File: src/rtl/pran_dump_pkg.sv
// Shared types and UART framing constants for the data-memory dump engine.
// No logic; no latency; no flow control.
package pran_dump_pkg;

    typedef enum logic [2:0] {
        IDLE,
        HOLD,
        FETCH,
        SEND,
        NEXT,
        FINISH
    } dump_state_e;

    localparam logic START_BIT  = 1'b0;
    localparam logic STOP_BIT   = 1'b1;
    localparam int   DATA_BITS  = 8;
    localparam int   BYTE_IDX_W = 2;

    typedef logic [BYTE_IDX_W-1:0] byte_idx_t;

endpackage

File: src/rtl/uart_tx_byte.sv
// UART 8N1 byte serializer; tx is a flop, idle high.
// Latency: start bit appears on the edge that accepts the byte; frame = 10*CLKS_PER_BIT cycles.
// Backpressure: ready drops on acceptance and returns in the final stop-bit cycle, allowing gapless chaining.
module uart_tx_byte
    import pran_dump_pkg::*;
#(
    parameter int CLKS_PER_BIT = 434
) (
    input  logic       clk,
    input  logic       reset,
    input  logic       valid,
    input  logic [7:0] data,
    output logic       ready,
    output logic       tx
);

    localparam int CNT_W = (CLKS_PER_BIT > 1) ? $clog2(CLKS_PER_BIT) : 1;
    localparam logic [CNT_W-1:0] CNT_LAST = CNT_W'(CLKS_PER_BIT - 1);
    localparam logic [3:0]       BIT_STOP = 4'(DATA_BITS + 1);

    logic                 active_q, active_d;
    logic [CNT_W-1:0]     clk_cnt_q, clk_cnt_d;
    logic [3:0]           bit_idx_q, bit_idx_d;
    logic [DATA_BITS:0]   frame_q, frame_d;
    logic                 tx_q, tx_d;
    logic                 bit_end;
    logic                 stop_end;

    always_comb begin
        bit_end   = (clk_cnt_q == CNT_LAST);
        stop_end  = active_q && bit_end && (bit_idx_q == BIT_STOP);
        ready     = !active_q || stop_end;
        active_d  = active_q;
        clk_cnt_d = clk_cnt_q;
        bit_idx_d = bit_idx_q;
        frame_d   = frame_q;
        tx_d      = tx_q;
        if (valid && ready) begin
            // Accepting in the last stop cycle lets the next start bit follow with no idle gap.
            active_d  = 1'b1;
            clk_cnt_d = '0;
            bit_idx_d = '0;
            frame_d   = {STOP_BIT, data};
            tx_d      = START_BIT;
        end else if (stop_end) begin
            active_d  = 1'b0;
            clk_cnt_d = '0;
            tx_d      = STOP_BIT;
        end else if (active_q) begin
            if (bit_end) begin
                clk_cnt_d = '0;
                bit_idx_d = bit_idx_q + 4'd1;
                tx_d      = frame_q[0];
                frame_d   = {1'b0, frame_q[DATA_BITS:1]};
            end else begin
                clk_cnt_d = clk_cnt_q + 1'b1;
            end
        end
    end

    always_ff @(posedge clk or negedge reset) begin
        if (!reset) begin
            active_q  <= 1'b0;
            clk_cnt_q <= '0;
            bit_idx_q <= '0;
            frame_q   <= '0;
            tx_q      <= STOP_BIT;
        end else begin
            active_q  <= active_d;
            clk_cnt_q <= clk_cnt_d;
            bit_idx_q <= bit_idx_d;
            frame_q   <= frame_d;
            tx_q      <= tx_d;
        end
    end

    assign tx = tx_q;

endmodule

File: src/rtl/mem_dump_tx.sv
// Data-memory readback over UART: holds the CPU in reset and sends WORD_COUNT words LSB byte first.
// Latency: first start bit 3 cycles after start; DUMP_CSUM_EN appends a mod-256 byte-sum frame.
// Backpressure: paced by the serializer's ready; start is ignored unless idle.
module mem_dump_tx
    import pran_dump_pkg::*;
#(
    parameter int          CLKS_PER_BIT = 434,
    parameter logic [31:0] START_ADR    = 32'h0000_0000,
    parameter int          WORD_COUNT   = 64
) (
    input  logic        clk,
    input  logic        reset,
    input  logic        start,
    input  logic [31:0] ReadData,
    output logic        cpu_hold,
    output logic [31:0] dump_adr,
    output logic        tx,
    output logic        busy,
    output logic        done
);

    localparam logic [15:0] LAST_WORD = 16'(WORD_COUNT - 1);

    dump_state_e state_q, state_d;
    logic [31:0] adr_q, adr_d;
    logic [31:0] word_q, word_d;
    logic [15:0] word_cnt_q, word_cnt_d;
    byte_idx_t   byte_idx_q, byte_idx_d;
    logic        inflight_q, inflight_d;
    logic        hold_q, hold_d;
    logic        busy_q, busy_d;
    logic        done_q, done_d;
    logic        byte_vld;
    logic        byte_rdy;
    logic [7:0]  byte_dat;
`ifdef DUMP_CSUM_EN
    logic [7:0]  csum_q, csum_d;
    logic        csum_phase_q, csum_phase_d;
`endif

    always_comb begin
        state_d    = state_q;
        adr_d      = adr_q;
        word_d     = word_q;
        word_cnt_d = word_cnt_q;
        byte_idx_d = byte_idx_q;
        inflight_d = inflight_q;
        hold_d     = hold_q;
        busy_d     = busy_q;
        done_d     = 1'b0;
        byte_vld   = 1'b0;
        // While a byte is in flight the serializer can only take the following byte.
        byte_dat   = inflight_q ? word_q[15:8] : word_q[7:0];
`ifdef DUMP_CSUM_EN
        csum_d       = csum_q;
        csum_phase_d = csum_phase_q;
`endif
        case (state_q)
            IDLE: begin
                if (start) begin
                    state_d    = HOLD;
                    hold_d     = 1'b1;
                    busy_d     = 1'b1;
                    adr_d      = START_ADR;
                    word_cnt_d = '0;
                    byte_idx_d = '0;
                    inflight_d = 1'b0;
`ifdef DUMP_CSUM_EN
                    csum_d       = '0;
                    csum_phase_d = 1'b0;
`endif
                end
            end
            HOLD: state_d = FETCH;
            FETCH: begin
                word_d     = ReadData;
                byte_idx_d = '0;
                state_d    = SEND;
            end
            SEND: begin
                if (!inflight_q) begin
                    byte_vld = 1'b1;
                    if (byte_rdy) begin
                        inflight_d = 1'b1;
                    end
                end else if (byte_rdy) begin
                    word_d = {8'h00, word_q[31:8]};
`ifdef DUMP_CSUM_EN
                    if (!csum_phase_q) begin
                        csum_d = csum_q + word_q[7:0];
                    end
`endif
                    if (byte_idx_q != 2'd3) begin
                        byte_idx_d = byte_idx_q + 2'd1;
                        byte_vld   = 1'b1;
                    end else begin
                        inflight_d = 1'b0;
                        state_d    = NEXT;
                    end
                end
            end
            NEXT: begin
                if (word_cnt_q == LAST_WORD) begin
`ifdef DUMP_CSUM_EN
                    if (!csum_phase_q) begin
                        // Reuse SEND as a one-byte word carrying the sum.
                        csum_phase_d = 1'b1;
                        word_d       = {24'h0, csum_q};
                        byte_idx_d   = 2'd3;
                        state_d      = SEND;
                    end else begin
                        state_d = FINISH;
                        done_d  = 1'b1;
                        hold_d  = 1'b0;
                        busy_d  = 1'b0;
                    end
`else
                    state_d = FINISH;
                    done_d  = 1'b1;
                    hold_d  = 1'b0;
                    busy_d  = 1'b0;
`endif
                end else begin
                    adr_d      = adr_q + 32'd4;
                    word_cnt_d = word_cnt_q + 16'd1;
                    state_d    = FETCH;
                end
            end
            FINISH: state_d = IDLE;
            default: state_d = IDLE;
        endcase
    end

    always_ff @(posedge clk or negedge reset) begin
        if (!reset) begin
            state_q    <= IDLE;
            adr_q      <= START_ADR;
            word_q     <= '0;
            word_cnt_q <= '0;
            byte_idx_q <= '0;
            inflight_q <= 1'b0;
            hold_q     <= 1'b0;
            busy_q     <= 1'b0;
            done_q     <= 1'b0;
        end else begin
            state_q    <= state_d;
            adr_q      <= adr_d;
            word_q     <= word_d;
            word_cnt_q <= word_cnt_d;
            byte_idx_q <= byte_idx_d;
            inflight_q <= inflight_d;
            hold_q     <= hold_d;
            busy_q     <= busy_d;
            done_q     <= done_d;
        end
    end

`ifdef DUMP_CSUM_EN
    always_ff @(posedge clk or negedge reset) begin
        if (!reset) begin
            csum_q       <= '0;
            csum_phase_q <= 1'b0;
        end else begin
            csum_q       <= csum_d;
            csum_phase_q <= csum_phase_d;
        end
    end
`endif

    uart_tx_byte #(
        .CLKS_PER_BIT(CLKS_PER_BIT)
    ) u_uart (
        .clk  (clk),
        .reset(reset),
        .valid(byte_vld),
        .data (byte_dat),
        .ready(byte_rdy),
        .tx   (tx)
    );

    assign cpu_hold = hold_q;
    assign dump_adr = adr_q;
    assign busy     = busy_q;
    assign done     = done_q;

endmodule

File: config.mk
export PLATFORM = sky130hd
export DESIGN_NAME = mem_dump_tx
export DESIGN_NICKNAME = d
export VERILOG_FILES = /design/src/rtl/pran_dump_pkg.sv /design/src/rtl/uart_tx_byte.sv /design/src/rtl/mem_dump_tx.sv
export SDC_FILE = /design/constraint.sdc
export NUM_CORES = 1
export LEC_CHECK = 0
export ABC_AREA = 1
export BUFFER_PORTS_ARGS = -buffer_cell sky130_fd_sc_hd__buf_2
export CAP_MARGIN = 20
export CORE_MARGIN = 2
export CORE_UTILIZATION = 50
export CTS_CLUSTER_DIAMETER = 150
export DETAILED_ROUTE_END_ITERATION = 8
export PLACE_DENSITY_LB_ADDON = 0.08
export SLEW_MARGIN = 20
export SYNTH_ARGS = -nofsm -noshare
export SYNTH_HDL_FRONTEND = slang
export SYNTH_SLANG_ARGS = --single-unit
File: constraint.sdc
create_clock -name clk -period 1.83 [get_ports clk]
set_clock_uncertainty 0.15 [all_clocks]
set_input_delay 0.183 -clock clk [delete_from_list [all_inputs] [get_ports clk]]
set_output_delay 0.183 -clock clk [all_outputs]
set_load 0.01 [all_outputs]
# --- Word level (Yosys, flattened, before mapping) ---
# Index checks and enable logic that the tools add are counted.
totals:
  out_inout_bits: 36
  register_bits: 112
  in_bits: 35
  elab_cells: 110
op_classes:
  eq_ne: 16
  addsub: 5
  reduce_logical: 23
  muxes: 53
ops:
  columns: ["cell", "n"]
  rows:
  - ["32-bit 2-to-1 mux", 4]
  - ["32-bit one-hot mux with 2 select lines", 2]
  - ["9-bit 2-to-1 mux", 8]
  - ["32-bit by 3-bit adder with 32-bit output (second input constant)", 1]
  - ["16-bit 2-to-1 mux", 2]
  - ["16-bit one-hot mux with 2 select lines", 1]
  - ["1-bit 2-to-1 mux", 18]
  - ["2-bit != test (second input constant)", 9]
  - ["16-bit by 1-bit adder with 16-bit output (second input constant)", 1]
  - ["16-bit by 6-bit equality test with 1-bit output (second input constant)", 1]
  - ["4-bit 2-to-1 mux", 4]
  - ["3-bit 2-to-1 mux", 5]
  - ["3-bit one-hot mux with 5 select lines", 1]
  - ["3-bit AND reduction", 4]
  - ["2-bit nonzero test", 6]
  - ["9-bit by 1-bit adder with 9-bit output (second input constant)", 1]
  - ["9-bit equality test (second input constant)", 1]
  - ["3-bit nonzero test", 3]
  - ["2-bit 2-to-1 mux", 4]
  - ["8-bit 2-to-1 mux", 1]
  - ["3-bit by 2-bit equality test with 1-bit output (second input constant)", 2]
  - ["2-bit one-hot mux with 3 select lines", 1]
  - ["5-bit AND reduction", 1]
  - ["4-bit by 1-bit adder with 4-bit output (second input constant)", 1]
  - ["other kinds (11)", 15]

# --- Longest topological paths before layout ---
depth:
  ltp_word: 10
  mapped_depth: 12
  ltp_nobuf: 11

# --- Hierarchy ---
# A second synthesis with hierarchy kept.
hier_totals:
  hier_cells: 876
  hier_area_um2: 6306.0
modules_own_cells:
  columns: ["module", "seq_area_each_um2", "cells_per_inst", "area_per_inst_um2", "n_inst"]
  rows:
  - ["mem_dump_tx", 2152.1, 704, 4933.5, 1]
  - ["uart_tx_byte", 601.8, 172, 1372.6, 1]

# --- Worst setup path after synthesis ---
# No wires, ideal clock.
synth_timing:
  path_kind: "register to register"
  start: "register word_cnt_q[0]"
  end: "register word_cnt_q[11]"
  period_less_slack_ps: 1700
  path_buffers: 1
  setup_ps: 135
  path_stages_with_launch: 11
  required_time_ps: 1545
  arrival_ps: 1415
  setup_slack_ps: 130
  path_cell_list: "dfrtp_1 ha_1 nand3_1 nor2_1 nand2_1 nand2_4 nand2_4 inv_6 buf_6 nand2_1 o21ai_0"
synth_between:
  elab_chain_cells: 3
  word_cells_on_any_way: 6
  classes_between: "1 x add/sub; 2 x eq/ne; 2 x mux; 1 x reduce/logical"
synth_lines:
  columns: ["element", "line", "source"]
  rows:
  - ["from (decl)", "mem_dump_tx.sv:27", "logic [15:0] word_cnt_q, word_cnt_d;"]
  - ["from (signal assigned)", "mem_dump_tx.sv:149", "word_cnt_q <= word_cnt_d;"]
  - ["16-bit by 1-bit adder with 16-bit output or 16-bit by 6-bit equality test with 1-bit output (tied branches)", "mem_dump_tx.sv:125, mem_dump_tx.sv:103", null]
  - ["16-bit 2-to-1 mux or 2-bit != test (tied branches)", null, null]
  - ["16-bit one-hot mux with 2 select lines or 3-bit AND reduction (tied branches)", null, null]
# Parallel ways exist; a longest one is shown, timed or not. The select of a mux whose other input is x is not followed.
# A chain may end at the register's enable or synchronous reset.

# --- Final worst setup path ---
layout_timing:
  start: "register u_uart.clk_cnt_q[1]"
  end: "register word_q[14]"
layout_between:
  elab_chain_cells: 6
layout_lines:
  columns: ["element", "line", "source"]
  rows:
  - ["from (decl)", "uart_tx_byte.sv:22", "logic [CNT_W-1:0] clk_cnt_q, clk_cnt_d;"]
  - ["from (signal assigned)", "uart_tx_byte.sv:70", "clk_cnt_q <= clk_cnt_d;"]
  - ["9-bit equality test", "uart_tx_byte.sv:30", "bit_end = (clk_cnt_q == CNT_LAST);"]
  - ["1-bit logical AND (2 in a row)", "uart_tx_byte.sv:31", "stop_end = active_q && bit_end && (bit_idx_q == BIT_STOP);"]
  - ["1-bit logical OR", "uart_tx_byte.sv:32", "ready = !active_q || stop_end;"]
  - ["2-bit != test (no source line)", null, null]
  - ["3-bit AND reduction (no source line)", null, null]
  - ["to (signal assigned)", "mem_dump_tx.sv:148", "word_q <= word_d;"]
  - ["to (decl)", "mem_dump_tx.sv:26", "logic [31:0] word_q, word_d;"]
# No other way between the ends.

==> impl_metrics.ini <==
[synthesis]
synth_enable_flop_cells = 0
synth.area.mux_share = 0.00176
largest_family_of_logic_cells_by_synthesized_area = simple AND/OR/NAND/NOR gates
post_synth_xor_area_fraction = 0.0219
ys_seq_elements = 110
yosys_most_used_dff = dfrtp_1
syn_area_um2 = 6400
synthDistinctLibCells = 41
yosys.area_share.simple = 0.399
yosys_warn_count = 0
postSynth.asyncResetShare = 1.00
synth_adder_area_share = 0.0137
average_cell_area_after_synthesis_um2 = 7.19
synth.yosys.seq_area_share = 0.430
synth_cells = 890
fraction_of_the_mapped_netlist_area_in_compound_gates = 0.0553

[clock_tree]
number_of_clock_buffers_inserted_by_tritoncts = 9
cts_max_level = 3
cts_buffer_depth = 2
worstSkewPairLatency_ps = 360
cts.root.buffer_cell = clkbuf_16
cts_sinks = 110
tritoncts = built
clock_pin_slew_on_the_worst_setup_and_hold_paths_ps = 80

[layout]
area_delta_synth_final_pct = 24.4
final_area_um2 = 7960
post_route_cells_drive_above_1_share = 0.226
fillers = 1106
insertedDiodeCount = 0
final_net_count = 1047
layout.cells.non_filler = 1182

[critical_path]
cp_data_arrival_time_ps = 2040
worst-r2r-cell-count = 12
endpoint_kind = flop
rrSetupSlack_ps = -70
worstPathMaxFanout = 6
startpoint_type = flop
worst-setup-path-type = flop to flop
worst_ep_required_time_ps = 1970
worst_r2r_startpoint = u_uart.clk_cnt_q[1]$_DFFE_PN0P_
worstReg2RegEnd = word_q[14]$_DFFE_PN0P_

[drt]
avgRoutedWirePerCell_um = 14.0
via_per_inst = 5.19
remaining_drc_errors = 0
drtAntennaViolNets = 0
drt_pre_antenna_iters = 5
initialDrtViolationCount = 408
detailroute.via_count = 6131
wirelength_um = 16500

[die]
dieWidth_um = 117
io-pin-count = 71
rows = 41
floorplan.initialDensity = 0.509
design.die.area_um2 = 13700
floorplan.die.height_um = 117
floorplan.core_area_um2 = 12600

[power]
power-per-cell-area_nw_per_um2 = 596
total_leakage_power_nw = 3.93
ir_drop_uv = 523

[timing]
final_count_of_pins_violating_max_slew = 0
finalWorstPathRequiredPeriod_ps = 1900
maxClockFrequency_ghz = 0.526
worst_hold_slack_ps = 10.5
final_setup_violation_count = 25
timing.final.ws_setup_ps = -71.9
report.final.hold_viol_count = 0
timing.final.crit_share = 1.04
unrepaired_setup_endpoints_after_global_routing = yes

[grt]
global_route.usage.total = 0.245
grt_pass1_vias = 5671
antenna_found_initial = 0
wire_length_of_the_first_global_routing_pass_um = 26600
grt_max_degree = 65
global_route.overflow_total = 0

[placed_design]
placed_standard_cell_area_um2 = 7040
gp_congestion = 0.908
dp_hpwl_um = 10900
port_buffers = 68
placedCellCount = 1132

[worst_hold_path]
min_delay_worst_endpoint = word_q[18]$_DFFE_PN0P_
hold_path_depth = 5
hold_path_start = ReadData[18]
worst_hold_path_type = primary input to flop

[run_status]
violated_checks = negative setup slack
outcome = complete, but fails checks

[flow_run]
drv_cap = 0
[logic make-up (layout without fill, tap and decap cells)]
kind of cell / count (synthesis) / in the layout
and+or+nand+nor: 588 / 591
DFF: 110 / 110
buffers and inverters: 103 / 219
AOI/OAI and AO/OA: 64 / 64
xor gates and xnor gates: 16 / 16
adders and majority gates: 7 / 7
other: 1 / 2
muxes: 1 / 1
[how the worst max path moves through the flow]
stage,to,slack (ps),start
2_1_floorplan,word_cnt_q[11]$_DFFE_PN0P_,130,word_cnt_q[0]$_DFFE_PN0P_
3_3_place_gp,dump_adr[30]$_DFFE_PN0P_,9,dump_adr[2]$_DFFE_PN0P_
3_5_place_dp,word_q[5]$_DFFE_PN0P_,-40,u_uart.clk_cnt_q[1]$_DFFE_PN0P_
4_1_cts,u_uart.frame_q[3]$_DFFE_PN0P_,6,u_uart.clk_cnt_q[0]$_DFFE_PN0P_
5_1_grt,word_q[14]$_DFFE_PN0P_,-120,u_uart.clk_cnt_q[1]$_DFFE_PN0P_
6_report,word_q[14]$_DFFE_PN0P_,-70,u_uart.clk_cnt_q[1]$_DFFE_PN0P_
[metrics by stage]
step	util	total power [mW]	setup TNS, ps	setup slack, ps
6_report	0.633	4.74	-415	-71.9
5_1_grt	0.633	4.94	-2680	-121
4_1_cts	0.595	4.79	0	5.56
3_5_place_dp	0.560	2.69	-804	-43.1
3_3_place_gp	0.560	2.69	0	9.06
2_1_floorplan	-	2.58	0	130
[where the power goes]
part | internal (mW) | switching, mW | total, mW
combinational | 0.0820 | 0.101 | 0.183
sequential | 2.47 | 0.0251 | 2.49
clock | 1.18 | 0.889 | 2.07
[critical path, stage by stage, from the launching register on]
cell,delay [ps]
dfrtp_1,390
inv_2,80
ha_4,140
nand2_4,50
nor2_4,140
nand2_4,90
nand2_4,110
nand3_4,100
nand2_8,110
buf_12,150
clkbuf_16,160
nand3_2,70
nand2_1,80
[cell usage in the layout (no fill, tap or decap), drive strengths merged]
cell type / instances
nand2: 356
buf: 116
dfrtp: 109
nor2: 104
nand3: 90
inv: 71
o21ai: 41
nand4: 23
clkbuf: 16
xor2: 15
a21oi: 15
dlygate4sd3: 11
nor3: 8
ha: 7
or2: 6
o22ai: 3
o21bai: 3
nand3b: 2
clkinvlp: 2
conb: 2
clkinv: 2
o32ai: 1
xnor2: 1
mux2: 1
o311ai: 1
nor3b: 1
and3: 1
bufinv: 1
dfstp: 1
[cell type report]
class / count / area, um2 / area share
Timing Repair inverter: 1 / 8.76 / 0.00110
Inverter: 73 / 294 / 0.0369
Sequential cell: 110 / 2760 / 0.346
Clock inverter: 2 / 38.8 / 0.00487
Tap cell: 172 / 215 / 0.0270
Clock buffer: 14 / 274 / 0.0344
Multi-Input combinational cell: 681 / 3400 / 0.428
Timing Repair Buffer: 129 / 968 / 0.122
[routing by layer]
layer | vias up | share of wire | wire, um | global-route usage
li1 | 3061 | - | - | -
met1 | 2909 | 0.44 | 7200 | 0.318
met2 | 139 | 0.50 | 8270 | 0.419
met3 | 22 | 0.048 | 800 | 0.0566
met4 | 0 | 0.015 | 242 | 0.0565
met5 | - | 0 | 0 | 0
[synth_stat cells (7+ instances only)]
cell type / n / area share
xor2_1: 15 / 0.021
nand3_1: 88 / 0.069
a21oi_1: 15 / 0.012
ha_1: 7 / 0.014
dfrtp_1: 109 / 0.43
buf_4: 7 / 0.0082
inv_1: 65 / 0.038
o21ai_0: 33 / 0.026
nand2_2: 8 / 0.0078
nand2_1: 338 / 0.20
nor2_1: 98 / 0.058
nand4_1: 23 / 0.022
nor3_1: 8 / 0.0063
buf_6: 9 / 0.016
[what timing repair did]
item,4_1_cts,5_1_grt
resized for setup,2,72
hold buffers,11,0
hold endpoints to repair,119,0
cloned,0,7
pin swaps,0,21
buffers inserted,0,16
setup endpoints to repair,35,87
[registers in the layout, summed over array words and instances (netlist names)]
name              flops
busy                  1
byte_idx_q            2
done                  1
dump_adr             30
inflight_q            1
state_q               3
u_uart.active_q       1
u_uart.bit_idx_q      4
u_uart.clk_cnt_q      9
u_uart.frame_q        9
u_uart.tx             1
word_cnt_q           16
word_q               32
Note: power is estimated with default switching activity, not from simulation.
